**config.mk**
```make
export PLATFORM = sky130hd
export DESIGN_NAME = instruction_fetch_queue
export DESIGN_NICKNAME = d
export VERILOG_FILES = /design/src/rtl/mips_fetch_pkg.sv /design/src/rtl/fetch_queue.sv /design/src/rtl/instruction_fetch_queue.sv
export SDC_FILE = /design/constraint.sdc
export NUM_CORES = 1
export LEC_CHECK = 0
export BUFFER_PORTS_ARGS = -buffer_cell sky130_fd_sc_hd__buf_4
export CORE_ASPECT_RATIO = 1.2
export CORE_MARGIN = 4
export CORE_UTILIZATION = 55
export CTS_CLUSTER_DIAMETER = 60
export DETAILED_ROUTE_END_ITERATION = 8
export PLACE_DENSITY = 0.77
export SKIP_CTS_REPAIR_TIMING = 1
export SLEW_MARGIN = 40
export SYNTH_ARGS = -nofsm -noshare
export SYNTH_HDL_FRONTEND = slang
export SYNTH_SLANG_ARGS = --single-unit
export TNS_END_PERCENT = 50
```
**constraint.sdc**
```tcl
create_clock -name i_clock -period 8 [get_ports i_clock]
set_input_delay 0.8 -clock i_clock [delete_from_list [all_inputs] [get_ports i_clock]]
set_output_delay 0.8 -clock i_clock [all_outputs]
set_load 0.01 [all_outputs]
```
**src/rtl/mips_fetch_pkg.sv**
```systemverilog
// Shared definitions for the MIPS fetch front-end: NOP encoding, redirect
// selection and a constant-log helper for sizing address and pointer fields.
package mips_fetch_pkg;

   localparam logic [31:0] NOP = 32'h0000_0000;

   typedef enum logic [1:0] {
      REDIR_NONE,
      REDIR_BRANCH,
      REDIR_JUMP_RS,
      REDIR_JUMP_INM
   } redirect_e;

   function automatic int clogb2(input int value);
      int r;
      r = 0;
      while ((1 << r) < value) r = r + 1;
      return r;
   endfunction

endpackage

```
**src/rtl/fetch_queue.sv**
```systemverilog
// Power-of-2 FIFO holding fetched {instruction, pc+4} entries; a synchronous
// flush empties it and takes priority over a push on the same edge.
module fetch_queue
   import mips_fetch_pkg::*;
#(
   parameter int DEPTH = 4,
   parameter int WIDTH = 64
) (
   input  logic                     i_clock,
   input  logic                     i_reset_n,
   input  logic                     i_push,
   input  logic                     i_pop,
   input  logic                     i_flush,
   input  logic [WIDTH-1:0]         i_data,
   output logic [WIDTH-1:0]         o_data,
   output logic [clogb2(DEPTH):0]   o_count,
   output logic                     o_full,
   output logic                     o_empty
);

   localparam int NB_PTR = clogb2(DEPTH);

   logic [WIDTH-1:0]  storage [DEPTH];
   logic [NB_PTR-1:0] wr_ptr;
   logic [NB_PTR-1:0] rd_ptr;
   logic [NB_PTR:0]   count;
   logic              do_push;
   logic              do_pop;

   assign o_empty = (count == '0);
   assign o_full  = (count == (NB_PTR+1)'(DEPTH));
   assign o_count = count;
   assign o_data  = storage[rd_ptr];

   assign do_pop  = i_pop & ~o_empty;
   assign do_push = i_push & (~o_full | do_pop);

   always_ff @(posedge i_clock) begin
      if (do_push && !i_flush) storage[wr_ptr] <= i_data;
   end

   always_ff @(posedge i_clock or negedge i_reset_n) begin
      if (!i_reset_n) begin
         wr_ptr <= '0;
         rd_ptr <= '0;
         count  <= '0;
      end else if (i_flush) begin
         wr_ptr <= '0;
         rd_ptr <= '0;
         count  <= '0;
      end else begin
         if (do_push) wr_ptr <= wr_ptr + NB_PTR'(1);
         if (do_pop)  rd_ptr <= rd_ptr + NB_PTR'(1);
         case ({do_push, do_pop})
            2'b10:   count <= count + (NB_PTR+1)'(1);
            2'b01:   count <= count - (NB_PTR+1)'(1);
            default: count <= count;
         endcase
      end
   end

endmodule

```
**src/rtl/instruction_fetch_queue.sv**
```systemverilog
// Fetch front-end: PC generation, instruction memory request issue, redirect
// target selection and a flushable queue decoupling decode from memory latency.
module instruction_fetch_queue
   import mips_fetch_pkg::*;
#(
   parameter int                NB_REG      = 32,
   parameter int                NB_INSTR    = 32,
   parameter int                N_ADDR      = 2048,
   parameter int                NB_INM_I    = 16,
   parameter int                NB_INM_J    = 26,
   parameter int                QUEUE_DEPTH = 4,
   parameter logic [NB_REG-1:0] RESET_PC    = '0
) (
   input  logic                        i_clock,
   input  logic                        i_reset_n,
   input  logic                        i_enable,
   output logic [clogb2(N_ADDR)-1:0]   o_imem_addr,
   output logic                        o_imem_en,
   input  logic [NB_INSTR-1:0]         i_imem_data,
   output logic                        o_valid,
   input  logic                        i_ready,
   output logic [NB_INSTR-1:0]         o_ir,
   output logic [NB_REG-1:0]           o_pc,
   input  logic                        i_branch,
   input  logic                        i_jump_rs,
   input  logic                        i_jump_inm,
   input  logic [NB_REG-1:0]           i_redirect_pc,
   input  logic [NB_INM_I-1:0]         i_inm_i,
   input  logic [NB_INM_J-1:0]         i_inm_j,
   input  logic [NB_REG-1:0]           i_rs,
   output logic                        o_misaligned,
   output logic [NB_REG-1:0]           o_debug_pc
);

   localparam int NB_ADDR  = clogb2(N_ADDR);
   localparam int NB_CNT   = clogb2(QUEUE_DEPTH) + 1;
   localparam int NB_ENTRY = NB_INSTR + NB_REG;

   redirect_e           redir_sel;
   logic [NB_REG-1:0]   target;
   logic [NB_REG-1:0]   pc;
   logic [NB_REG-1:0]   pending_pc;
   logic                pending;
   logic                kill;
   logic                misaligned;
   logic                redirect;
   logic                pop;
   logic                push;
   logic                issue;
   logic                q_empty;
   logic                q_full;
   logic [NB_CNT-1:0]   q_count;
   logic [NB_CNT:0]     occupancy;
   logic [NB_ENTRY-1:0] head;
   logic [NB_INSTR-1:0] last_ir;
   logic [NB_REG-1:0]   last_pc;

   always_comb begin
      redir_sel = REDIR_NONE;
      target    = pc;
      if (i_branch) begin
         redir_sel = REDIR_BRANCH;
         target    = i_redirect_pc
                   + {{(NB_REG-NB_INM_I-2){i_inm_i[NB_INM_I-1]}}, i_inm_i, 2'b00};
      end else if (i_jump_rs) begin
         redir_sel = REDIR_JUMP_RS;
         target    = {i_rs[NB_REG-1:2], 2'b00};
      end else if (i_jump_inm) begin
         redir_sel = REDIR_JUMP_INM;
         target    = {i_redirect_pc[NB_REG-1:NB_INM_J+2], i_inm_j, 2'b00};
      end
   end

   assign redirect = (redir_sel != REDIR_NONE);
   assign o_valid  = ~q_empty & ~redirect;
   assign pop      = o_valid & i_ready & i_enable;
   assign push     = pending & ~kill;

   // Entries resident plus the one in flight must leave room after this cycle's pop.
   assign occupancy = {1'b0, q_count} + (NB_CNT+1)'(pending) - (NB_CNT+1)'(pop);
   assign issue     = i_reset_n & i_enable & ~redirect
                    & (occupancy < (NB_CNT+1)'(QUEUE_DEPTH));

   assign o_imem_en    = issue;
   assign o_imem_addr  = pc[NB_ADDR+1:2];
   assign o_debug_pc   = pc;
   assign o_misaligned = misaligned;
   assign o_ir         = q_empty ? last_ir : head[NB_ENTRY-1:NB_REG];
   assign o_pc         = q_empty ? last_pc : head[NB_REG-1:0];

   always_ff @(posedge i_clock or negedge i_reset_n) begin
      if (!i_reset_n) begin
         pc         <= RESET_PC;
         pending    <= 1'b0;
         pending_pc <= '0;
         kill       <= 1'b0;
         misaligned <= 1'b0;
         last_ir    <= NB_INSTR'(NOP);
         last_pc    <= '0;
      end else begin
         if (redirect)   pc <= target;
         else if (issue) pc <= pc + NB_REG'(4);
         pending <= issue;
         if (issue) pending_pc <= pc + NB_REG'(4);
         // A return landing after the flush edge belongs to the wrong path.
         kill       <= redirect;
         misaligned <= (redir_sel == REDIR_JUMP_RS) & (|i_rs[1:0]);
         if (!q_empty) begin
            last_ir <= head[NB_ENTRY-1:NB_REG];
            last_pc <= head[NB_REG-1:0];
         end
      end
   end

   fetch_queue #(
      .DEPTH (QUEUE_DEPTH),
      .WIDTH (NB_ENTRY)
   ) u_fetch_queue (
      .i_clock   (i_clock),
      .i_reset_n (i_reset_n),
      .i_push    (push),
      .i_pop     (pop),
      .i_flush   (redirect),
      .i_data    ({i_imem_data, pending_pc}),
      .o_data    (head),
      .o_count   (q_count),
      .o_full    (q_full),
      .o_empty   (q_empty)
   );

endmodule

```
==> impl_metrics.toml, run 1 <==
[worst_setup_path]
crit_path_cell_trace = "buf_4, nor3_2, buf_4, nand4b_1, inv_1, ha_1, inv_1, ha_1, and3b_1, or3_1, a211o_2, inv_1, buf_4, buf_4"
crit_path_end_kind = "output pin"
max_stage_delay_ps = 340
arrival_ps = 3920
path_max_fanout = 20
worst_path_most_repeated_cell = "buf_4"
setup.worst_path.class = "in2out"
crit_slowest_cell = "a211o_2"
start_kind = "input port"
required_ps = 7200
worst-r2r-cell-count = 15

[floorplan]
num_io_pins = 255
core_sq_mm = 0.0315
num_rows = 71
die_width_um = 172
start_util_pct = 56.0
die-area_sq_mm = 0.0351
die_h_um = 204

[yosys]
synth_area_leaders = "edfxtp_1 44%, dfrtp_1 20%, mux4_2 8.2%"
syn_area_sq_mm = 0.0177
ys_async_sr_fraction_pct = 35.0
syn_nets = 1421
yosys_register_bits = 394
avgSynthCellArea_sq_um = 14.3
yosysTopAreaCell = "edfxtp_1"
synth_edf_count = 256
synth_cell_type_count = 73
yosysSeqAreaShare_pct = 63.1
netlist_instances = 1237
synth_top_area_share_pct = 43.5
yosys_warnings = 0
synth_flop_cell = "edfxtp_1"

[clock_tree]
cts_sinks = 394
cts_max_level = 2
cts_tree = "yes"
cts_buffers = 38
clkSlewWorstSetupHoldPaths_ps = 60
cts_buffer_depth = 3
clock_latency_ps = 510
clock_tree.root_cell = "clkbuf_16"

[sta]
setup_violations = 0
slew_headroom_pct = 50.9
finalSetupTns_ps = 0
fin_crit_sh_pct = 59.0
hold_viol = 0
slew_violations = 0
rsz0062_at_grt = "no"
finalCriticalPeriod_ps = 4720
tightestPinTransition_ps = 734
worst_slack_ps = 3280
fmax_ghz = 0.212
fin_skew_ps = 11.6

[detailed_routing]
drtPass1Iterations = 5
wirelength_um = 40600
drc = 0
viasPerCell = 5.90
wl_per_cell_um = 21.3
vias = 11300
antenna_left = 0
first_iter_violations = 694

[placement]
post_dp_cell_area_sq_mm = 0.0200
dp_slack_ps = 3320
hpwl_um = 28200
portBuffers = 254
routabilityCongestion = 0.925

[power_and_ir_drop]
irDropWorstVdd_v = 0.000134
power.density_mw_per_mm2 = 233
p_leak_nw = 8.24

[run_status]
outcome = "complete, no violations"

[cells_and_area]
nFillCells = 2242
layout-area-overhead-vs-synth_pct = 20.2
postLayoutCellArea_sq_mm = 0.0212
n_antenna_cell = 0
finalNetCount = 1660
multi_input_area_sq_mm = 0.00613
register_area_sq_mm = 0.0111
layout-drive-gt1-share_pct = 32.0

[global_routing]
grt-ovfl-total = 0
grt_max_degree = 75
grt_usage_pct = 23.1
grt_pass1_wl_um = 63400
grt_pass1_vias = 11700
antenna_found_initial = 0

[run]
maxCapViolations = 0

[hold_path]
hold_class = "in2async"
cells by family (layout without fill, tap and decap cells):
| kind of cell | count (synthesis) | after routing | synth area share (%) |
|---|---|---|---|
| AOI/OAI and AO/OA | 252 | 252 | 9.19 |
| xor gates and xnor gates | 45 | 45 | 2.23 |
| adders and majority gates | 39 | 39 | 2.85 |
| buffers and inverters | 96 | 364 | 2.33 |
| DFF | 394 | 394 | 63.1 |
| muxes | 134 | 134 | 12.6 |
| and+or+nand+nor | 277 | 277 | 7.75 |
cell usage in the layout, fill, tap and decap left out, types with 5 or more instances in the layout:
cell,count
nor2b_1,5
and2_1,5
mux4_2,64
inv_1,20
a211oi_1,12
nand2b_1,5
a31oi_1,13
and3_1,10
dfrtp_1,136
a21o_1,33
buf_4,261
clkinv_1,6
or3_1,10
nand3_1,15
nand4_1,13
mux2i_1,6
or2_2,6
mux2_2,64
nor3_1,19
clkinv_2,7
ha_1,37
a21oi_1,56
buf_12,8
o21ai_0,55
o21bai_1,8
nand2_1,93
o31ai_1,7
xnor2_1,26
nor2_1,64
edfxtp_1,256
clkbuf_1,10
o22ai_1,24
xor2_1,19
clkbuf_16,39
Yosys cell counts (4+ instances only):
master    number
mux4_2        64
o22ai_1       24
a211oi_1      12
o211ai_1       4
buf_1         11
edfxtp_1     256
mux2i_1        6
nand2_1       93
dfrtp_1      138
and2_1         9
mux2_2        64
a21o_1        33
o21bai_1       8
ha_1          37
a211o_1        4
nand3_1       15
and3_1        10
nor4_1         4
a22oi_1        4
a21oi_1       56
a31oi_1       13
o31ai_1        7
buf_4         13
o21ai_0       55
xnor2_1       26
xor2_1        19
inv_1         20
clkbuf_1      48
nor3_1        21
or2_2          6
nand4_1       13
a221oi_1       4
or3_1         10
nor2_1        64
nand2b_1       5
nor2b_1        5
per-layer routing:
| metal | track usage [%] | part of all wire (%) | routed length (um) |
|---|---|---|---|
| met1 | 29.9 | 41 | 16600 |
| met2 | 39.9 | 50 | 20500 |
| met3 | 4.14 | 6.2 | 2510 |
| met4 | 6.74 | 2.7 | 1080 |
| met5 | 0 | 0 | 0 |
power breakdown:
part	total, mW	switching [mW]	internal (mW)	leakage (nW)
combinational	0.749	0.377	0.372	3.70
clock	1.70	0.725	0.976	0.575
sequential	2.51	0.143	2.36	3.97
state kept, by name, indices dropped and copies added, names as in the netlist:
register               count
last_ir                   32
u_fetch_queue.o_count      3
o_debug_pc                32
kill                       1
u_fetch_queue.storage    256
u_fetch_queue.rd_ptr       2
u_fetch_queue.wr_ptr       2
pending_pc                32
o_misaligned               1
pending                    1
last_pc                   32
metrics by stage:
stage | utilization (%) | std cells | hold WS (ps) | total power, mW
floorplan | - | 1237 | 476 | 2.91
global placement | 62.9 | 1828 | 480 | 3.27
detailed placement | 63.6 | 1837 | 483 | 3.30
CTS | 67.3 | 1906 | 324 | 5.00
global route | 67.3 | 1906 | 347 | 5.17
finish | 67.3 | 1906 | 314 | 4.96
layout make-up:
class                           count  share of cell area [%]
Sequential cell                   394                    52.5
Multi-Input combinational cell    747                    28.9
Timing Repair Buffer              273                    10.3
Clock buffer                       50                    4.84
Tap cell                          401                    2.36
Clock inverter                     19                   0.760
Inverter                           22                   0.389
critical path, delay by kind of cell:
kind / cells / cell delay, ps
buffers and inverters: 7 / 1420
and+or+nand+nor: 4 / 890
adders and majority gates: 2 / 430
AOI/OAI and AO/OA: 1 / 340
final timing paths:
kind	start	endpoint	slack, ps
hold / removal	i_reset_n	last_ir[25]	310
max in group asynchronous	i_reset_n	u_fetch_queue.rd_ptr[0]	6540
min in group i_clock	i_imem_data[12]	u_fetch_queue.storage[2][44]	490
setup / recovery	i_jump_inm	o_imem_en	3280
hold reg to reg	last_ir[24]	last_ir[24]	490
setup reg to reg	u_fetch_queue.o_count[1]	o_debug_pc[30]	4350
Note: power is estimated with default switching activity, not from simulation.
==> run 2, diff against run 1 <==
==> constraint.sdc (replaced) <==
create_clock -name i_clock -period 4.4 [get_ports i_clock]
set_input_delay 0.44 -clock i_clock [delete_from_list [all_inputs] [get_ports i_clock]]
set_output_delay 0.44 -clock i_clock [all_outputs]
set_load 0.01 [all_outputs]
==> run 2 against run 1 <==
  * Final cell count increased by 0.21%
  * Core utilization rose by 0.067 points
  * First-iteration DRC count is 13% higher
  * Critical endpoint unchanged
  * Design area is 0.10% higher
  * Critical path depth fell by 2
  * Sequential cell count unchanged
  * Critical path type is now reg2out
  * Via count increased by 0.37%
  * Highest routed layer unchanged
  * Clock skew is 8.1 ps higher
  * Global-route usage hardly changed
==> impl_metrics.toml, run 2 (synthesis gave the netlist of run 1 again) <==
[global_routing]
grt_usage_pct = 23.1
antenna_found_initial = 0
grt_pass1_vias = 11700
grt-ovfl-total = 0
grt_pass1_wl_um = 63500
grt_max_degree = 66

[cells_and_area]
postLayoutCellArea_sq_mm = 0.0213
layout_common_cells = "266 x buf_4, 256 x edfxtp_1, 136 x dfrtp_1"
finalNetCount = 1663
register_area_sq_mm = 0.0111
n_antenna_cell = 0
layout-area-overhead-vs-synth_pct = 20.3
largest_register = "u_fetch_queue.storage"
multi_input_area_sq_mm = 0.00613
largest_reg_flops = 256
layout_commonest_cell = "buf_4"
fin_util_pct = 67.4
layout-drive-gt1-share_pct = 31.9
nFillCells = 2234

[run]
maxCapViolations = 0

[detailed_routing]
wirelength_um = 40500
drc = 0
wl_per_cell_um = 21.2
drtPass1Iterations = 5
antenna_left = 0
viasPerCell = 5.91
first_iter_violations = 787
vias = 11300

[sta]
fmax_ghz = 0.260
finalCriticalPeriod_ps = 3840
hold_viol = 0
slew_violations = 0
rsz0062_at_grt = "no"
holdWs_ps = 131
fin_skew_ps = 19.7
slew_headroom_pct = 43.5
fin_crit_sh_pct = 87.2
worst_slack_ps = 561
tightestPinTransition_ps = 847
finalSetupTns_ps = 0
setup_violations = 0

[power_and_ir_drop]
irDropWorstVdd_v = 0.000221
p_leak_nw = 8.26
power.density_mw_per_mm2 = 427

[run_status]
outcome = "complete, no violations"

[clock_tree]
cts_max_level = 2
clock_latency_ps = 520
clkSlewWorstSetupHoldPaths_ps = 60
cts_buffer_depth = 3
cts_tree = "yes"
clock_tree.root_cell = "clkbuf_16"
cts_sinks = 394
cts_buffers = 38

[placement]
post_dp_cell_area_sq_mm = 0.0200
portBuffers = 254
routabilityCongestion = 0.879
hpwl_um = 27700
dp_slack_ps = 659

[worst_setup_path]
reg2reg_slack_ps = 990
crit_path_end_kind = "output pin"
crit_slowest_cell = "a211o_2"
start_kind = "register"
worst_path_most_repeated_cell = "inv_1"
r2r_end = "o_debug_pc[12]"
setup.worst_path.class = "reg2out"
max_stage_delay_ps = 450
worst-r2r-cell-count = 16
required_ps = 3960
path_max_fanout = 13
crit_path_cell_trace = "nor3_2, nand4b_1, inv_1, ha_1, inv_1, ha_1, and3b_1, or3_1, a211o_2, inv_1, buf_4, buf_4"
worstReg2RegStart = "u_fetch_queue.o_count[0]"
arrival_ps = 3400

[hold_path]
min_from = "i_imem_data[29]"
min_to = "u_fetch_queue.storage[0][61]"
hold_class = "in2reg"
whs_path_depth = 1

[floorplan]
num_io_pins = 255
core_sq_mm = 0.0315
die-area_sq_mm = 0.0351
die_width_um = 172
num_rows = 71
start_util_pct = 56.0
die_h_um = 204
==> run 2: cell count changes in the layout (fill, tap and decap cells not counted), moves of 2 or more <==
| cell | change |
|---|---|
| buf_4 | +5 |
| buf_12 | -2 |
| clkbuf_16 | +2 |
| clkbuf_8 | +2 |
| clkinv_2 | -3 |
| clkinv_1 | +3 |
==> run 2: area by class of cell <==
type | count | share of cell area (%)
repair buffers | 276 | 10.2
well taps | 401 | 2.36
flip-flops and latches | 394 | 52.4
multi-input cells | 747 | 28.9
clock buffers | 54 | 5.20
inverters | 22 | 0.389
clock inverters | 16 | 0.589
==> run 2: routing by layer <==
| metal | routed length [um] | share of wire (%) | GRT usage (%) |
|---|---|---|---|
| met5 | 0 | 0 | 0 |
| met4 | 797 | 2.0 | 5.69 |
| met3 | 2490 | 6.2 | 3.64 |
| met2 | 20500 | 51 | 40.0 |
| met1 | 16700 | 41 | 30.6 |
==> run 2: worst max-delay path by stage <==
stage                              from             end  slack (ps)  cells past startpoint
2_1_floorplan                  i_branch       o_imem_en         490                     14
3_3_place_gp                 i_jump_inm  o_debug_pc[28]         740                     16
3_5_place_dp                 i_jump_inm  o_debug_pc[12]         660                     17
4_1_cts        u_fetch_queue.o_count[1]       o_imem_en         550                     12
5_1_grt        u_fetch_queue.o_count[1]       o_imem_en         360                     12
6_report       u_fetch_queue.o_count[0]       o_imem_en         560                     12
==> run 2: report_power, final <==
group / leakage (nW) / total [mW] / internal [mW] / switching (mW)
Sequential: 3.97 / 4.55 / 4.30 / 0.255
Combinational: 3.70 / 1.36 / 0.680 / 0.682
Clock: 0.595 / 3.16 / 1.87 / 1.29
Total: 8.26 / 9.07 / 6.85 / 2.23
==> run 2: worst max-delay path, delay by kind of cell, from the launching register on <==
family	cells	cell delay [ps]
and+or+nand+nor	4	950
buffers and inverters	5	650
AOI/OAI and AO/OA	1	450
DFF	1	420
adders and majority gates	2	390
==> run 2: through the flow <==
step           total power [mW]  std cells
2_1_floorplan              5.29       1237
3_3_place_gp               5.93       1839
3_5_place_dp               5.99       1839
4_1_cts                    9.15       1909
5_1_grt                    9.48       1910
6_report                   9.07       1910
